`config.mk`:
```
export PLATFORM = sky130hd
export DESIGN_NAME = rampgen_sweep_ctrl
export DESIGN_NICKNAME = d
export VERILOG_FILES = /design/src/rtl/rampgen_sweep_ctrl.sv
export SDC_FILE = /design/constraint.sdc
export NUM_CORES = 1
export LEC_CHECK = 0
export CAP_MARGIN = 20
export CORE_MARGIN = 1.5
export CORE_UTILIZATION = 55
export DETAILED_ROUTE_END_ITERATION = 10
export PLACE_DENSITY_LB_ADDON = 0.1
export SLEW_MARGIN = 20
export SYNTH_ARGS = -nofsm -noshare
export SYNTH_HDL_FRONTEND = slang
export SYNTH_SLANG_ARGS = --single-unit
```
`constraint.sdc`:
```
create_clock -name M_AXIS_ACLK -period 13.1 [get_ports M_AXIS_ACLK]
set_input_delay 1.965 -clock M_AXIS_ACLK [delete_from_list [all_inputs] [get_ports M_AXIS_ACLK]]
set_output_delay 1.965 -clock M_AXIS_ACLK [all_outputs]
set_load 0.005 [all_outputs]
```
`src/rtl/rampgen_sweep_ctrl.sv`:
```
// rampgen_sweep_ctrl: steps a ramp generator through a table of {frequency, amplitude, beats} segments.
//   M_AXIS_ACLK / M_AXIS_ARESETN : clock, async active-low reset (also clears the table)
//   start / stop / loop_en       : sweep control; last_seg is the final table index
//   cfg_*                        : table write port, usable in any state
//   mon_tvalid / mon_tready      : monitored ramp-generator handshake, one beat per transfer
//   frequency / amplitude        : ramp generator settings, zero while idle
//   busy / seg_idx / seg_done / sweep_done : status
module rampgen_sweep_ctrl #(
   parameter  int NSEG   = 4,
   parameter  int BEAT_W = 16,
   localparam int AW     = $clog2(NSEG)
) (
   input  logic              M_AXIS_ACLK,
   input  logic              M_AXIS_ARESETN,
   input  logic              start,
   input  logic              stop,
   input  logic              loop_en,
   input  logic [AW-1:0]     last_seg,
   input  logic              cfg_we,
   input  logic [AW-1:0]     cfg_addr,
   input  logic [31:0]       cfg_freq,
   input  logic [31:0]       cfg_amp,
   input  logic [BEAT_W-1:0] cfg_beats,
   input  logic              mon_tvalid,
   input  logic              mon_tready,
   output logic [31:0]       frequency,
   output logic [31:0]       amplitude,
   output logic              busy,
   output logic [AW-1:0]     seg_idx,
   output logic              seg_done,
   output logic              sweep_done
);
   typedef enum logic {IDLE, RUN} state_t;
   state_t            state_q, state_d;
   logic [AW-1:0]     seg_q, seg_d, last_q, last_d;
   logic [BEAT_W-1:0] cnt_q, cnt_d;
   logic [31:0]       freq_q, freq_d, amp_q, amp_d;
   logic              seg_done_q, seg_done_d, sweep_done_q, sweep_done_d;
   logic [31:0]       freq_tab_q  [NSEG];
   logic [31:0]       amp_tab_q   [NSEG];
   logic [BEAT_W-1:0] beats_tab_q [NSEG];
   logic [BEAT_W-1:0] beats_eff;
   logic              beat, seg_end;
   always_ff @(posedge M_AXIS_ACLK or negedge M_AXIS_ARESETN)
      if (!M_AXIS_ARESETN)
         for (int i = 0; i < NSEG; i++) begin
            freq_tab_q[i]  <= '0;
            amp_tab_q[i]   <= '0;
            beats_tab_q[i] <= '0;
         end
      else if (cfg_we) begin
         freq_tab_q[cfg_addr]  <= cfg_freq;
         amp_tab_q[cfg_addr]   <= cfg_amp;
         beats_tab_q[cfg_addr] <= cfg_beats;
      end
   // beats is read live; >= guards against the table shrinking below the running count
   assign beats_eff = (beats_tab_q[seg_q] == '0) ? BEAT_W'(1) : beats_tab_q[seg_q];
   assign beat      = (state_q == RUN) && mon_tvalid && mon_tready;
   assign seg_end   = beat && (cnt_q >= beats_eff - BEAT_W'(1));
   always_comb begin
      state_d      = state_q;
      seg_d        = seg_q;
      last_d       = last_q;
      cnt_d        = cnt_q;
      freq_d       = freq_q;
      amp_d        = amp_q;
      seg_done_d   = 1'b0;
      sweep_done_d = 1'b0;
      if (state_q == IDLE) begin
         if (start && !stop) begin
            state_d = RUN;
            seg_d   = '0;
            last_d  = last_seg;
            cnt_d   = '0;
            freq_d  = freq_tab_q[0];
            amp_d   = amp_tab_q[0];
         end
      end else if (stop) begin
         state_d = IDLE;
         seg_d   = '0;
         cnt_d   = '0;
         freq_d  = '0;
         amp_d   = '0;
      end else if (seg_end) begin
         cnt_d      = '0;
         seg_done_d = 1'b1;
         if (seg_q < last_q || loop_en) begin
            seg_d  = (seg_q < last_q) ? seg_q + AW'(1) : '0;
            freq_d = freq_tab_q[seg_d];
            amp_d  = amp_tab_q[seg_d];
         end else begin
            state_d      = IDLE;
            seg_d        = '0;
            freq_d       = '0;
            amp_d        = '0;
            sweep_done_d = 1'b1;
         end
      end else if (beat)
         cnt_d = cnt_q + BEAT_W'(1);
   end
   always_ff @(posedge M_AXIS_ACLK or negedge M_AXIS_ARESETN)
      if (!M_AXIS_ARESETN) begin
         state_q      <= IDLE;
         seg_q        <= '0;
         last_q       <= '0;
         cnt_q        <= '0;
         freq_q       <= '0;
         amp_q        <= '0;
         seg_done_q   <= 1'b0;
         sweep_done_q <= 1'b0;
      end else begin
         state_q      <= state_d;
         seg_q        <= seg_d;
         last_q       <= last_d;
         cnt_q        <= cnt_d;
         freq_q       <= freq_d;
         amp_q        <= amp_d;
         seg_done_q   <= seg_done_d;
         sweep_done_q <= sweep_done_d;
      end
   assign frequency  = freq_q;
   assign amplitude  = amp_q;
   assign busy       = (state_q == RUN);
   assign seg_idx    = seg_q;
   assign seg_done   = seg_done_q;
   assign sweep_done = sweep_done_q;
endmodule

```
==> results of run 1 <==
==> layout make-up <==
cell class	count	area, µm²	area share, %
Multi-Input combinational cell	911	7440	34.7
Clock inverter	12	134	0.624
Clock buffer	65	1320	6.17
Antenna cell	2	5.00	0.0233
Timing Repair Buffer	181	1760	8.23
Inverter	12	45.0	0.210
Tap cell	442	553	2.58
Sequential cell	407	10200	47.5
==> per-layer routing <==
| layer | wire length [µm] | GRT usage (%) |
|---|---|---|
| met3 | 2120 | 4.49 |
| met5 | 0 | 0 |
| met4 | 667 | 5.87 |
| met2 | 20400 | 42.0 |
| met1 | 19600 | 37.1 |
==> worst max-delay path by stage <==
stage          slack [ns]  cells past startpoint       endpoint       start
2_1_floorplan        8.55                     21      cnt_q[14]  seg_idx[1]
3_5_place_dp         7.53                     22  amplitude[28]  seg_idx[0]
4_1_cts              7.53                     22   amplitude[8]  seg_idx[0]
5_1_grt              6.99                     22  amplitude[29]  seg_idx[0]
3_3_place_gp         7.74                     21  amplitude[18]  seg_idx[0]
6_report             7.45                     20   amplitude[8]  seg_idx[1]
==> synth_stat cells (3+ instances only) <==
cell                       count
sky130_fd_sc_hd__nor3_1        6
sky130_fd_sc_hd__mux4_2       14
sky130_fd_sc_hd__xor2_1       12
sky130_fd_sc_hd__buf_6         9
sky130_fd_sc_hd__nand3_1       7
sky130_fd_sc_hd__nor3b_1       3
sky130_fd_sc_hd__nor2_1       24
sky130_fd_sc_hd__o21ai_0       9
sky130_fd_sc_hd__xnor2_1       6
sky130_fd_sc_hd__inv_1        12
sky130_fd_sc_hd__a221oi_1     54
sky130_fd_sc_hd__nand2b_1      7
sky130_fd_sc_hd__clkbuf_1     68
sky130_fd_sc_hd__dfrtp_1     407
sky130_fd_sc_hd__and3_1        3
sky130_fd_sc_hd__a221oi_2     11
sky130_fd_sc_hd__nand2_1     156
sky130_fd_sc_hd__ha_1         19
sky130_fd_sc_hd__o211ai_1      4
sky130_fd_sc_hd__buf_1         9
sky130_fd_sc_hd__and2_1        3
sky130_fd_sc_hd__or2_1         3
sky130_fd_sc_hd__o21ai_1       4
sky130_fd_sc_hd__nor3_2        3
sky130_fd_sc_hd__mux2_2      321
sky130_fd_sc_hd__buf_2         6
sky130_fd_sc_hd__a21oi_1     204
sky130_fd_sc_hd__mux2i_1       3
sky130_fd_sc_hd__nand4_1       3
==> registers in the layout, summed over array words and instances, names as in the netlist <==
name         count
freq_tab_q     128
cnt_q           16
frequency       32
amp_tab_q      128
seg_idx          2
amplitude       32
sweep_done       1
seg_done         1
busy             1
beats_tab_q     64
last_q           2
==> critical path, cell delays in order, from the launching register on <==
cell,delay (ns)
sky130_fd_sc_hd__dfrtp_1,0.97
sky130_fd_sc_hd__mux4_2,0.50
sky130_fd_sc_hd__nor3_1,0.28
sky130_fd_sc_hd__nand2b_1,0.12
sky130_fd_sc_hd__or2_1,0.27
sky130_fd_sc_hd__nor2_2,0.17
sky130_fd_sc_hd__a21oi_1,0.13
sky130_fd_sc_hd__ha_1,0.25
sky130_fd_sc_hd__nand2b_1,0.10
sky130_fd_sc_hd__nor3_1,0.06
sky130_fd_sc_hd__nand2_1,0.13
sky130_fd_sc_hd__nor3_1,0.07
sky130_fd_sc_hd__xnor2_1,0.15
sky130_fd_sc_hd__ha_1,0.30
sky130_fd_sc_hd__o21ai_0,0.08
sky130_fd_sc_hd__a21oi_1,0.16
sky130_fd_sc_hd__a221oi_1,0.12
sky130_fd_sc_hd__and2_1,0.22
sky130_fd_sc_hd__a21oi_4,0.43
sky130_fd_sc_hd__buf_4,0.70
sky130_fd_sc_hd__a21oi_1,0.14
==> per-stage QoR <==
stage,instance area (µm²),hold slack [ns],cells
6_report,21400,0.501,2032
2_1_floorplan,18000,0.470,1424
5_1_grt,21400,0.509,2031
3_5_place_dp,20000,0.488,1953
4_1_cts,21400,0.500,2030
3_3_place_gp,20000,0.482,1953
==> where the power goes <==
| group | total, W | switching (W) | internal (W) | leakage (nW) |
|---|---|---|---|---|
| logic | 0.000601 | 0.000251 | 0.000350 | 3.40 |
| clock network | 0.00124 | 0.000498 | 0.000738 | 0.713 |
| registers | 0.00163 | 0.000134 | 0.00150 | 4.84 |
| total | 0.00347 | 0.000882 | 0.00259 | 8.96 |
==> cells by family (layout without fill, tap and decap cells) <==
group,after synthesis,in the layout
flip-flops,407,407
multiplexers,340,340
AO/OA/AOI/OAI,300,300
AND/OR/NAND/NOR,234,234
buffers and inverters,106,270
adder cells (fa/ha/maj),19,19
XOR/XNOR,18,18
other,0,2
==> qor.txt, run 1 <==
OUTCOME
-----------------------------------------------------------------------------------------------------
Status                                                                                   complete, no violations

FLOORPLAN
-----------------------------------------------------------------------------------------------------
Top Ports                                                                                         161
Die Footprint                                                                              0.0339 mm²
Initial core utilization                                                                        55.6%
Die Width                                                                                      184 µm
Total core area                                                                            0.0325 mm²
Die Y                                                                                          184 µm
Site row count                                                                                     66

PLACED DESIGN
-----------------------------------------------------------------------------------------------------
Dpl ws                                                                                        7.53 ns
IO Port Bufs                                                                                      160
Half-perimeter wire length after detailed placement                                           23.9 mm
Gpl congestion                                                                                  0.846

CLOCK NETWORK
-----------------------------------------------------------------------------------------------------
CTS sink cnt                                                                                      407
Number of buffers added to fix hold violations after cts                                            0
Clock buffer count from CTS                                                                        44
Count of instances resized after the clock tree is built                                            0
Clk Latency, worst-skew pair                                                                  0.55 ns
TritonCTS clock tree                                                                              yes
Clock transition at the registers of the reported paths                                       0.06 ns
Maximum clock path buffer count                                                                     3
Post-CTS setup buffers                                                                              0
Clock tree root buffer cell                                                              sky130_fd_sc_hd__clkbuf_16
CTS H-Tree Depth                                                                                    2

WORST SETUP PATH
-----------------------------------------------------------------------------------------------------
Type of element launching the critical path                                                  register
Reg-to-reg endpoint                                                                      amplitude[8]
Top fanout value on the critical path                                                              64
Length in cells of the worst reg-to-reg path                                                       20
Launch point of the worst reg-to-reg path                                                  seg_idx[1]
Category of the worst setup path capture point                                               register
Critical path data arrival time                                                               6.02 ns
Data required time at the worst endpoint                                                     13.47 ns
Register-to-register setup slack                                                              7.45 ns
Worst Setup Path Type                                                                      reg -> reg

DRT
-----------------------------------------------------------------------------------------------------
Vias per std cell                                                                                5.91
Average wire length per cell after detail routing                                             21.1 µm
DRC violation count after routing                                                                   0
DRT iter0 DRCs                                                                                    735
Number of iterations in the first detailed-routing pass                                             5
Post-route antenna net violation count                                                              0
Vias after detailed routing                                                                     12000
Final WL                                                                                      42.8 mm

LOGIC SYNTHESIS
-----------------------------------------------------------------------------------------------------
Post-synth design cell area                                                                0.0180 mm²
Syn nets                                                                                         1535
Synth top area share                                                                            56.4%
Xor/xnor share of the synthesized area                                                         0.874%
Dominant synthesized flop cell                                                           sky130_fd_sc_hd__dfrtp_1
Post-synthesis cell type with the largest combined area                                  sky130_fd_sc_hd__dfrtp_1
Average cell area after synthesis                                                            12.7 µm²
Asr flop ratio synth                                                                             100%
Seq/Total Area, Yosys                                                                           56.4%
Dominant combinational cell family by area after synthesis                               multiplexers
Number of distinct standard cells referenced by the synthesized netlist                            54
Synthesized-area fraction occupied by and/or/nand/nor cells                                     5.88%
Post-synth EDFFs                                                                                    0
Compound-cell area share of the yosys netlist                                                   10.6%
Largest cells by area after synthesis                                                    sky130_fd_sc_hd__dfrtp_1 56%, sky130_fd_sc_hd__mux2_2 20%, sky130_fd_sc_hd__a21oi_1 5.7%
Post-synthesis register bit count                                                                 407
Synthesized netlist cell count                                                                   1424
Mux cell area share after synthesis                                                             22.2%
Warning count from the yosys run                                                                    0
Post-synthesis share of cell area spent on full adders, half adders and majority gates          1.32%

GLOBAL ROUTING
-----------------------------------------------------------------------------------------------------
Residual overflow from global routing                                                               0
Largest net degree at the start of global routing                                                 115
Overall global routing resource usage                                                           26.0%
Antenna violations before repair                                                                    2
Number of global-route vias before repair                                                       12500
First-pass GRT wire length                                                                    68.6 mm

TIMING
-----------------------------------------------------------------------------------------------------
Top achievable clock speed                                                                    177 MHz
Setup repair after global routing missed its margin                                             false
Setup_tns                                                                                        0 ns
Final worst-path cycle share                                                                    43.1%
Final period demand of the worst path                                                         5.65 ns
Relative slew margins                                                                           33.9%
Post-route setup slack                                                                        7.45 ns
Hold Fails Final Rpt                                                                                0
Transition at the pin with the smallest max-transition slack                                 0.991 ns
Setup Viol. Count Final                                                                             0
Setup skew after layout                                                                     0.0243 ns
Final Max Slew Viols                                                                                0

PWR
-----------------------------------------------------------------------------------------------------
Max IR drop VDD                                                                            0.000107 V
Power per cell area                                                                        162 mW/mm²
Leakage power                                                                                 8.96 nW
Power, Total                                                                                0.00347 W

FINISH
-----------------------------------------------------------------------------------------------------
Utilization after layout                                                                        66.1%
Most common library cell in the layout ignoring fill and taps                            sky130_fd_sc_hd__dfrtp_1
Number of inserted filler cells in the final layout                                              2473
Share of final-layout standard cells stronger than drive strength 1                             28.8%
Syn-to-layout area delta                                                                        18.8%
Final layout net count                                                                           1668
Most used cells in the layout excluding fill and tap cells                               407 x sky130_fd_sc_hd__dfrtp_1, 321 x sky130_fd_sc_hd__mux2_2, 203 x sky130_fd_sc_hd__a21oi_1

JOB
-----------------------------------------------------------------------------------------------------
Max Cap Violations                                                                                  0

HOLD PATH
-----------------------------------------------------------------------------------------------------
Worst hold-check path type                                                                 reg -> reg
HP Start                                                                                 beats_tab_q[7]
Hold path cells                                                                                     1
Hold Path Sink                                                                           beats_tab_q[7]

(Power assumes the default switching activity.)
==> inputs of run 2 (changes only) <==
Clock period 13.1 ns to 5.9 ns, I/O delays scaled along.
==> qor.txt, run 2 (synthesized netlist as in run 1, its figures left out) <==
WORST SETUP PATH
----------------------------------------------------------------------------------
Delay of the slowest cell on the worst path                                0.99 ns   was 0.97 ns
Critical path data arrival time                                            5.83 ns   was 6.02 ns
Category of the worst setup path capture point                            register   unchanged
Register-to-register setup slack                                           0.45 ns   was 7.45 ns
Top fanout value on the critical path                                           43   was 64
Launch point of the worst reg-to-reg path                               seg_idx[1]   unchanged
Worst Setup Path Type                                                   reg -> reg   unchanged
Top cell family by delay on the critical path                         simple AND/OR/NAND/NOR gates   unchanged
Length in cells of the worst reg-to-reg path                                    21   was 20
WP buf/inv                                                                       1   unchanged
Data required time at the worst endpoint                                   6.28 ns   was 13.47 ns
Reg-to-reg endpoint                                                   frequency[27]   was amplitude[8]
Total stage count of the critical path                                          21   was 20
Worst setup path endpoint                                             frequency[27]   was amplitude[8]
Type of element launching the critical path                               register   unchanged
Worst setup path start                                                  seg_idx[1]   unchanged
Critical-path top delay cell                                          sky130_fd_sc_hd__dfrtp_1   unchanged
Chain of cells forming the critical path                              mux4_2 -> nor3_1 -> nand2b_1 -> or2_1 -> nor2_2 -> a21oi_1 -> ha_1 -> nand2b_1 -> nor3_1 -> nand2_1 -> nor3_1 -> xnor2_1 -> ha_1 -> a211oi_1 -> o211ai_1 -> a221oi_1 -> and2_1 -> o21ai_4 -> buf_12 -> a21oi_1 -> a21oi_1   was mux4_2 -> nor3_1 -> nand2b_1 -> or2_1 -> nor2_2 -> a21oi_1 -> ha_1 -> nand2b_1 -> nor3_1 -> nand2_1 -> nor3_1 -> xnor2_1 -> ha_1 -> o21ai_0 -> a21oi_1 -> a221oi_1 -> and2_1 -> a21oi_4 -> buf_4 -> a21oi_1

FLOORPLAN
----------------------------------------------------------------------------------
Total core area                                                         0.0325 mm²   unchanged
Top Ports                                                                      161   unchanged
Site row count                                                                  66   unchanged
Initial core utilization                                                     55.6%   unchanged
Die Width                                                                   184 µm   unchanged
Die Footprint                                                           0.0339 mm²   unchanged
Die Y                                                                       184 µm   unchanged

CLOCK NETWORK
----------------------------------------------------------------------------------
Clock buffer count from CTS                                                     42   was 44
CTS H-Tree Depth                                                                 2   unchanged
Post-CTS setup buffers                                                           0   unchanged
Maximum clock path buffer count                                                  3   unchanged
CTS sink cnt                                                                   407   unchanged
TritonCTS clock tree                                                           yes   unchanged
Clock transition at the registers of the reported paths                    0.06 ns   about the same
Clock tree root buffer cell                                           sky130_fd_sc_hd__clkbuf_16   unchanged
Number of buffers added to fix hold violations after cts                         0   unchanged
Count of instances resized after the clock tree is built                         0   unchanged
Clk Latency, worst-skew pair                                               0.53 ns   was 0.55 ns

DRT
----------------------------------------------------------------------------------
Vias per std cell                                                             5.92   was 5.91
DRT iter0 DRCs                                                                 761   was 735
Vias after detailed routing                                                  12000   about the same
Number of iterations in the first detailed-routing pass                          4   was 5
DRC violation count after routing                                                0   unchanged
Average wire length per cell after detail routing                          20.8 µm   was 21.1 µm
Final WL                                                                   42.3 mm   was 42.8 mm
Post-route antenna net violation count                                           0   unchanged

PWR
----------------------------------------------------------------------------------
Switching component of the power                                         0.00191 W   was 0.000882 W
Portion of total power attributed to sequential cells                        47.9%   was 47.1%
Switching share of power                                                     25.3%   was 25.4%
Power per cell area                                                     353 mW/mm²   was 162 mW/mm²
Combinational Power Share                                                    17.7%   was 17.3%
Max IR drop VDD                                                         0.000204 V   was 0.000107 V
Leakage power                                                              8.94 nW   was 8.96 nW
Clk pwr share                                                                34.4%   was 35.6%
Internal portion of total power                                          0.00566 W   was 0.00259 W

TIMING
----------------------------------------------------------------------------------
Final worst-path cycle share                                                 92.4%   was 43.1%
Setup skew after layout                                                  0.0164 ns   was 0.0243 ns
Setup_tns                                                                     0 ns   unchanged
Top achievable clock speed                                                 183 MHz   was 177 MHz
Final Max Slew Viols                                                             0   unchanged
Setup repair after global routing missed its margin                          false   unchanged
Post-route setup slack                                                    0.448 ns   was 7.45 ns
Final period demand of the worst path                                      5.45 ns   was 5.65 ns
Setup Viol. Count Final                                                          0   unchanged
Transition at the pin with the smallest max-transition slack               1.01 ns   was 0.991 ns
Relative slew margins                                                        32.9%   was 33.9%
Hold Fails Final Rpt                                                             0   unchanged

GLOBAL ROUTING
----------------------------------------------------------------------------------
Residual overflow from global routing                                            0   unchanged
Antenna violations before repair                                                 1   was 2
Overall global routing resource usage                                        25.8%   was 26.0%
First-pass GRT wire length                                                 68.3 mm   was 68.6 mm
Largest net degree at the start of global routing                              133   was 115
Number of global-route vias before repair                                    12400   was 12500

PLACED DESIGN
----------------------------------------------------------------------------------
IO Port Bufs                                                                   160   unchanged
Dpl ws                                                                    0.523 ns   was 7.53 ns
Gpl congestion                                                               0.876   was 0.846
Half-perimeter wire length after detailed placement                        24.7 mm   was 23.9 mm

FINISH
----------------------------------------------------------------------------------
Syn-to-layout area delta                                                     18.8%   about the same
Most used cells in the layout excluding fill and tap cells            407 x sky130_fd_sc_hd__dfrtp_1, 321 x sky130_fd_sc_hd__mux2_2, 203 x sky130_fd_sc_hd__a21oi_1   unchanged
Final layout net count                                                        1668   unchanged
Most common library cell in the layout ignoring fill and taps         sky130_fd_sc_hd__dfrtp_1   unchanged
Top Registers                                                         amp_tab_q: 128 flops, freq_tab_q: 128 flops, beats_tab_q: 64 flops   unchanged
Share of final-layout standard cells stronger than drive strength 1          28.4%   was 28.8%

OUTCOME
----------------------------------------------------------------------------------
Status                                                                complete, no violations   unchanged

JOB
----------------------------------------------------------------------------------
Max Cap Violations                                                               0   unchanged

HOLD PATH
----------------------------------------------------------------------------------
Worst hold-check path type                                             in -> async   was reg -> reg

-- run 2: power by group through the flow --
| stage | clock [W] | sequential (W) | combinational [W] |
|---|---|---|---|
| after floorplan | 0 | 0.00359 | 0.000796 |
| after global placement | 0 | 0.00365 | 0.00131 |
| after CTS | 0.00266 | 0.00362 | 0.00136 |
| final | 0.00261 | 0.00362 | 0.00134 |
| after detailed placement | 0 | 0.00367 | 0.00135 |
| after global routing | 0.00277 | 0.00369 | 0.00148 |
-- run 2: how the worst min path moves through the flow --
stage / start / to / slack [ns]
after floorplan: beats_tab_q[35] / beats_tab_q[35] / 0.47
after global placement: beats_tab_q[0] / beats_tab_q[0] / 0.48
after detailed placement: beats_tab_q[35] / beats_tab_q[35] / 0.49
after CTS: M_AXIS_ARESETN / freq_tab_q[58] / 0.46
after global routing: M_AXIS_ARESETN / frequency[22] / 0.50
final: M_AXIS_ARESETN / freq_tab_q[89] / 0.44
-- run 2: routing by layer --
layer	wire length, µm	up-vias	part of all wire, %	track usage (%)
met5	0	-	0	0
met4	626	0	1.5	5.15
met3	2240	51	5.3	4.92
met2	20200	241	48	41.4
met1	19200	6306	45	36.9
li1	-	5436	-	-
-- run 2: area by class of cell --
type	count	area [µm²]
diodes	1	2.50
clock buffers	71	1310
clock inverters	5	53.8
fillers	2505	11000
inverters	12	45.0
multi-input cells	911	7430
flip-flops and latches	407	10200
well taps	442	553
repair buffers	183	1860
-- run 2: through the flow --
stage	total power [W]	instances	utilization [%]	hold slack, ns	instance area (µm²)
finish	0.00757	2032	66.1	0.442	21400
global route	0.00794	2031	66.1	0.501	21400
CTS	0.00764	2030	66.0	0.464	21400
detailed placement	0.00502	1954	61.8	0.486	20100
global placement	0.00496	1954	61.8	0.481	20100
floorplan	0.00438	1424	-	0.470	18000
==> inputs of run 3 (changes only) <==
Settings changed: CORE_ASPECT_RATIO set to 1.25, CTS_BUF_LIST set to sky130_fd_sc_hd__clkbuf_16.
==> qor.txt, run 3 (synthesized netlist as in run 1, its figures left out) <==
TIMING
----------------------------------------------------------------------------------
Relative slew margins                                                        24.3%   was 32.9%
Final period demand of the worst path                                      5.29 ns   was 5.45 ns
Setup_tns                                                                     0 ns   unchanged
Final worst-path cycle share                                                 89.6%   was 92.4%
Setup repair after global routing missed its margin                          false   unchanged
Top achievable clock speed                                                 189 MHz   was 183 MHz
Setup skew after layout                                                  0.0221 ns   was 0.0164 ns
Final Max Slew Viols                                                             0   unchanged
Setup Viol. Count Final                                                          0   unchanged
Hold Fails Final Rpt                                                             0   unchanged
Transition at the pin with the smallest max-transition slack               1.13 ns   was 1.01 ns
Smallest hold slack                                                       0.341 ns   was 0.442 ns

FINISH
----------------------------------------------------------------------------------
Number of inserted filler cells in the final layout                           2489   was 2505
Top Registers                                                         amp_tab_q: 128 flops, freq_tab_q: 128 flops, beats_tab_q: 64 flops   unchanged
Share of final-layout standard cells stronger than drive strength 1          28.1%   was 28.4%
Final layout net count                                                        1667   was 1668
Area occupied by multi-input gates                                     0.00743 mm²   unchanged
Most used cells in the layout excluding fill and tap cells            407 x sky130_fd_sc_hd__dfrtp_1, 321 x sky130_fd_sc_hd__mux2_2, 203 x sky130_fd_sc_hd__a21oi_1   unchanged
Register area                                                           0.0102 mm²   unchanged
Most common library cell in the layout ignoring fill and taps         sky130_fd_sc_hd__dfrtp_1   unchanged
Syn-to-layout area delta                                                     17.9%   was 18.8%

WORST SETUP PATH
----------------------------------------------------------------------------------
Register-to-register setup slack                                           0.61 ns   was 0.45 ns
Top fanout value on the critical path                                           31   was 43
Length in cells of the worst reg-to-reg path                                    21   unchanged
Category of the worst setup path capture point                            register   unchanged
Worst Setup Path Type                                                   reg -> reg   unchanged
Launch point of the worst reg-to-reg path                               seg_idx[1]   unchanged
Reg-to-reg endpoint                                                   amplitude[5]   was frequency[27]
Type of element launching the critical path                               register   unchanged
Critical path data arrival time                                            5.74 ns   was 5.83 ns
Data required time at the worst endpoint                                   6.35 ns   was 6.28 ns

CLOCK NETWORK
----------------------------------------------------------------------------------
Post-CTS setup buffers                                                           0   unchanged
Clock transition at the registers of the reported paths                    0.06 ns   about the same
Clock tree root buffer cell                                           sky130_fd_sc_hd__clkbuf_16   unchanged
Clock buffer count from CTS                                                     41   was 42
Maximum clock path buffer count                                                  3   unchanged
Count of instances resized after the clock tree is built                         0   unchanged
CTS H-Tree Depth                                                                 2   unchanged
Clk Latency, worst-skew pair                                               0.55 ns   was 0.53 ns
CTS sink cnt                                                                   407   unchanged
Number of buffers added to fix hold violations after cts                         0   unchanged
TritonCTS clock tree                                                           yes   unchanged

DRT
----------------------------------------------------------------------------------
Vias after detailed routing                                                  12200   was 12000
Vias per std cell                                                             6.06   was 5.92
Average wire length per cell after detail routing                          21.5 µm   was 20.8 µm
Number of iterations in the first detailed-routing pass                          5   was 4
Post-route antenna net violation count                                           0   unchanged
DRT iter0 DRCs                                                                 730   was 761
DRC violation count after routing                                                0   unchanged
Final WL                                                                   43.1 mm   was 42.3 mm

GLOBAL ROUTING
----------------------------------------------------------------------------------
Overall global routing resource usage                                        26.5%   was 25.8%
Largest net degree at the start of global routing                              152   was 133
Number of global-route vias before repair                                    12500   was 12400
Antenna violations before repair                                                 2   was 1
Residual overflow from global routing                                            0   unchanged
First-pass GRT wire length                                                 69.6 mm   was 68.3 mm

PWR
----------------------------------------------------------------------------------
Power per cell area                                                     347 mW/mm²   was 353 mW/mm²
Max IR drop VDD                                                         0.000285 V   was 0.000204 V
Leakage power                                                              8.92 nW   was 8.94 nW

PLACED DESIGN
----------------------------------------------------------------------------------
Half-perimeter wire length after detailed placement                        24.7 mm   about the same
Gpl congestion                                                               0.856   was 0.876
IO Port Bufs                                                                   160   unchanged

FLOORPLAN
----------------------------------------------------------------------------------
Initial core utilization                                                     55.5%   was 55.6%
Total core area                                                         0.0325 mm²   about the same
Die Y                                                                       206 µm   was 184 µm
Die Footprint                                                           0.0339 mm²   about the same
Die Width                                                                   165 µm   was 184 µm
Top Ports                                                                      161   unchanged
Site row count                                                                  74   was 66

HOLD PATH
----------------------------------------------------------------------------------
Worst hold-check path type                                             in -> async   unchanged

JOB
----------------------------------------------------------------------------------
Max Cap Violations                                                               0   unchanged

OUTCOME
----------------------------------------------------------------------------------
Status                                                                complete, no violations   unchanged

==> run 3: cell count changes in the layout (fill, tap and decap cells not counted) <==
cell                         delta
sky130_fd_sc_hd__clkinv_8       +1
sky130_fd_sc_hd__clkinv_2       +7
sky130_fd_sc_hd__buf_4          +1
sky130_fd_sc_hd__clkinv_1       +8
sky130_fd_sc_hd__buf_6          -1
sky130_fd_sc_hd__clkinvlp_4     +2
sky130_fd_sc_hd__clkbuf_1      -15
sky130_fd_sc_hd__inv_6          -1
sky130_fd_sc_hd__clkbuf_8      -13
sky130_fd_sc_hd__clkbuf_16      -1
sky130_fd_sc_hd__inv_1         +11
==> run 3: power by group <==
| group | switching (W) | internal [W] |
|---|---|---|
| sequential | 0.000305 | 0.00333 |
| clock | 0.00108 | 0.00134 |
| combinational | 0.000555 | 0.000784 |
| total | 0.00194 | 0.00545 |
==> run 3: layout make-up <==
type / count / area share (%)
Clock buffer: 42 / 4.94
Inverter: 12 / 0.212
Multi-Input combinational cell: 911 / 34.9
Clock inverter: 33 / 0.859
Tap cell: 418 / 2.46
Timing Repair Buffer: 183 / 8.72
Sequential cell: 407 / 47.9
Antenna cell: 1 / 0.0118
==> run 3: metal layers <==
metal / track usage [%] / routed length (µm) / part of all wire, % / up-vias
li1: - / - / - / 5425
met1: 36.7 / 19000 / 44 / 6342
met2: 43.6 / 21100 / 49 / 315
met3: 3.95 / 2130 / 5.0 / 69
met4: 6.95 / 855 / 2.0 / 2
met5: 0 / 13 / 0.030 / -
==> run 3: worst max-delay path: stages, from the launching register on <==
cell and delay (ns):
sky130_fd_sc_hd__dfrtp_1 0.71, sky130_fd_sc_hd__buf_4 0.31, sky130_fd_sc_hd__mux4_1 0.37, sky130_fd_sc_hd__or2_1 0.29, sky130_fd_sc_hd__nor3_2 0.20, sky130_fd_sc_hd__and2_4 0.20, sky130_fd_sc_hd__a21oi_1 0.09, sky130_fd_sc_hd__ha_1 0.23
sky130_fd_sc_hd__nand2b_1 0.10, sky130_fd_sc_hd__nor3_1 0.06, sky130_fd_sc_hd__nand2_1 0.14, sky130_fd_sc_hd__nor2_1 0.06, sky130_fd_sc_hd__nand2_1 0.09, sky130_fd_sc_hd__xor2_1 0.07, sky130_fd_sc_hd__ha_1 0.27, sky130_fd_sc_hd__nand2_1 0.06
sky130_fd_sc_hd__nor3_1 0.28, sky130_fd_sc_hd__inv_1 0.13, sky130_fd_sc_hd__o21ai_4 0.84, sky130_fd_sc_hd__buf_4 0.41, sky130_fd_sc_hd__a21oi_1 0.11, sky130_fd_sc_hd__a21oi_1 0.16
==> run 3: how the worst max path moves through the flow <==
stage | startpoint | to | slack [ns] | cells after the start
floorplan | seg_idx[1] | cnt_q[14] | 1.35 | 21
global placement | seg_idx[0] | amplitude[14] | 0.83 | 22
finish | seg_idx[1] | amplitude[5] | 0.61 | 21
CTS | seg_idx[1] | amplitude[5] | 0.58 | 21
detailed placement | seg_idx[1] | amplitude[5] | 0.61 | 21
global route | seg_idx[0] | amplitude[6] | 0.22 | 22
==> run 3: stage by stage <==
stage	area (µm²)	instances	utilization, %	setup WS [ns]	power, W
2_1_floorplan	18000	1424	-	1.35	0.00438
3_3_place_gp	20000	1931	61.7	0.827	0.00496
3_5_place_dp	20000	1931	61.7	0.613	0.00502
4_1_cts	21300	2006	65.5	0.580	0.00745
5_1_grt	21300	2007	65.5	0.224	0.00774
6_report	21300	2007	65.5	0.615	0.00739
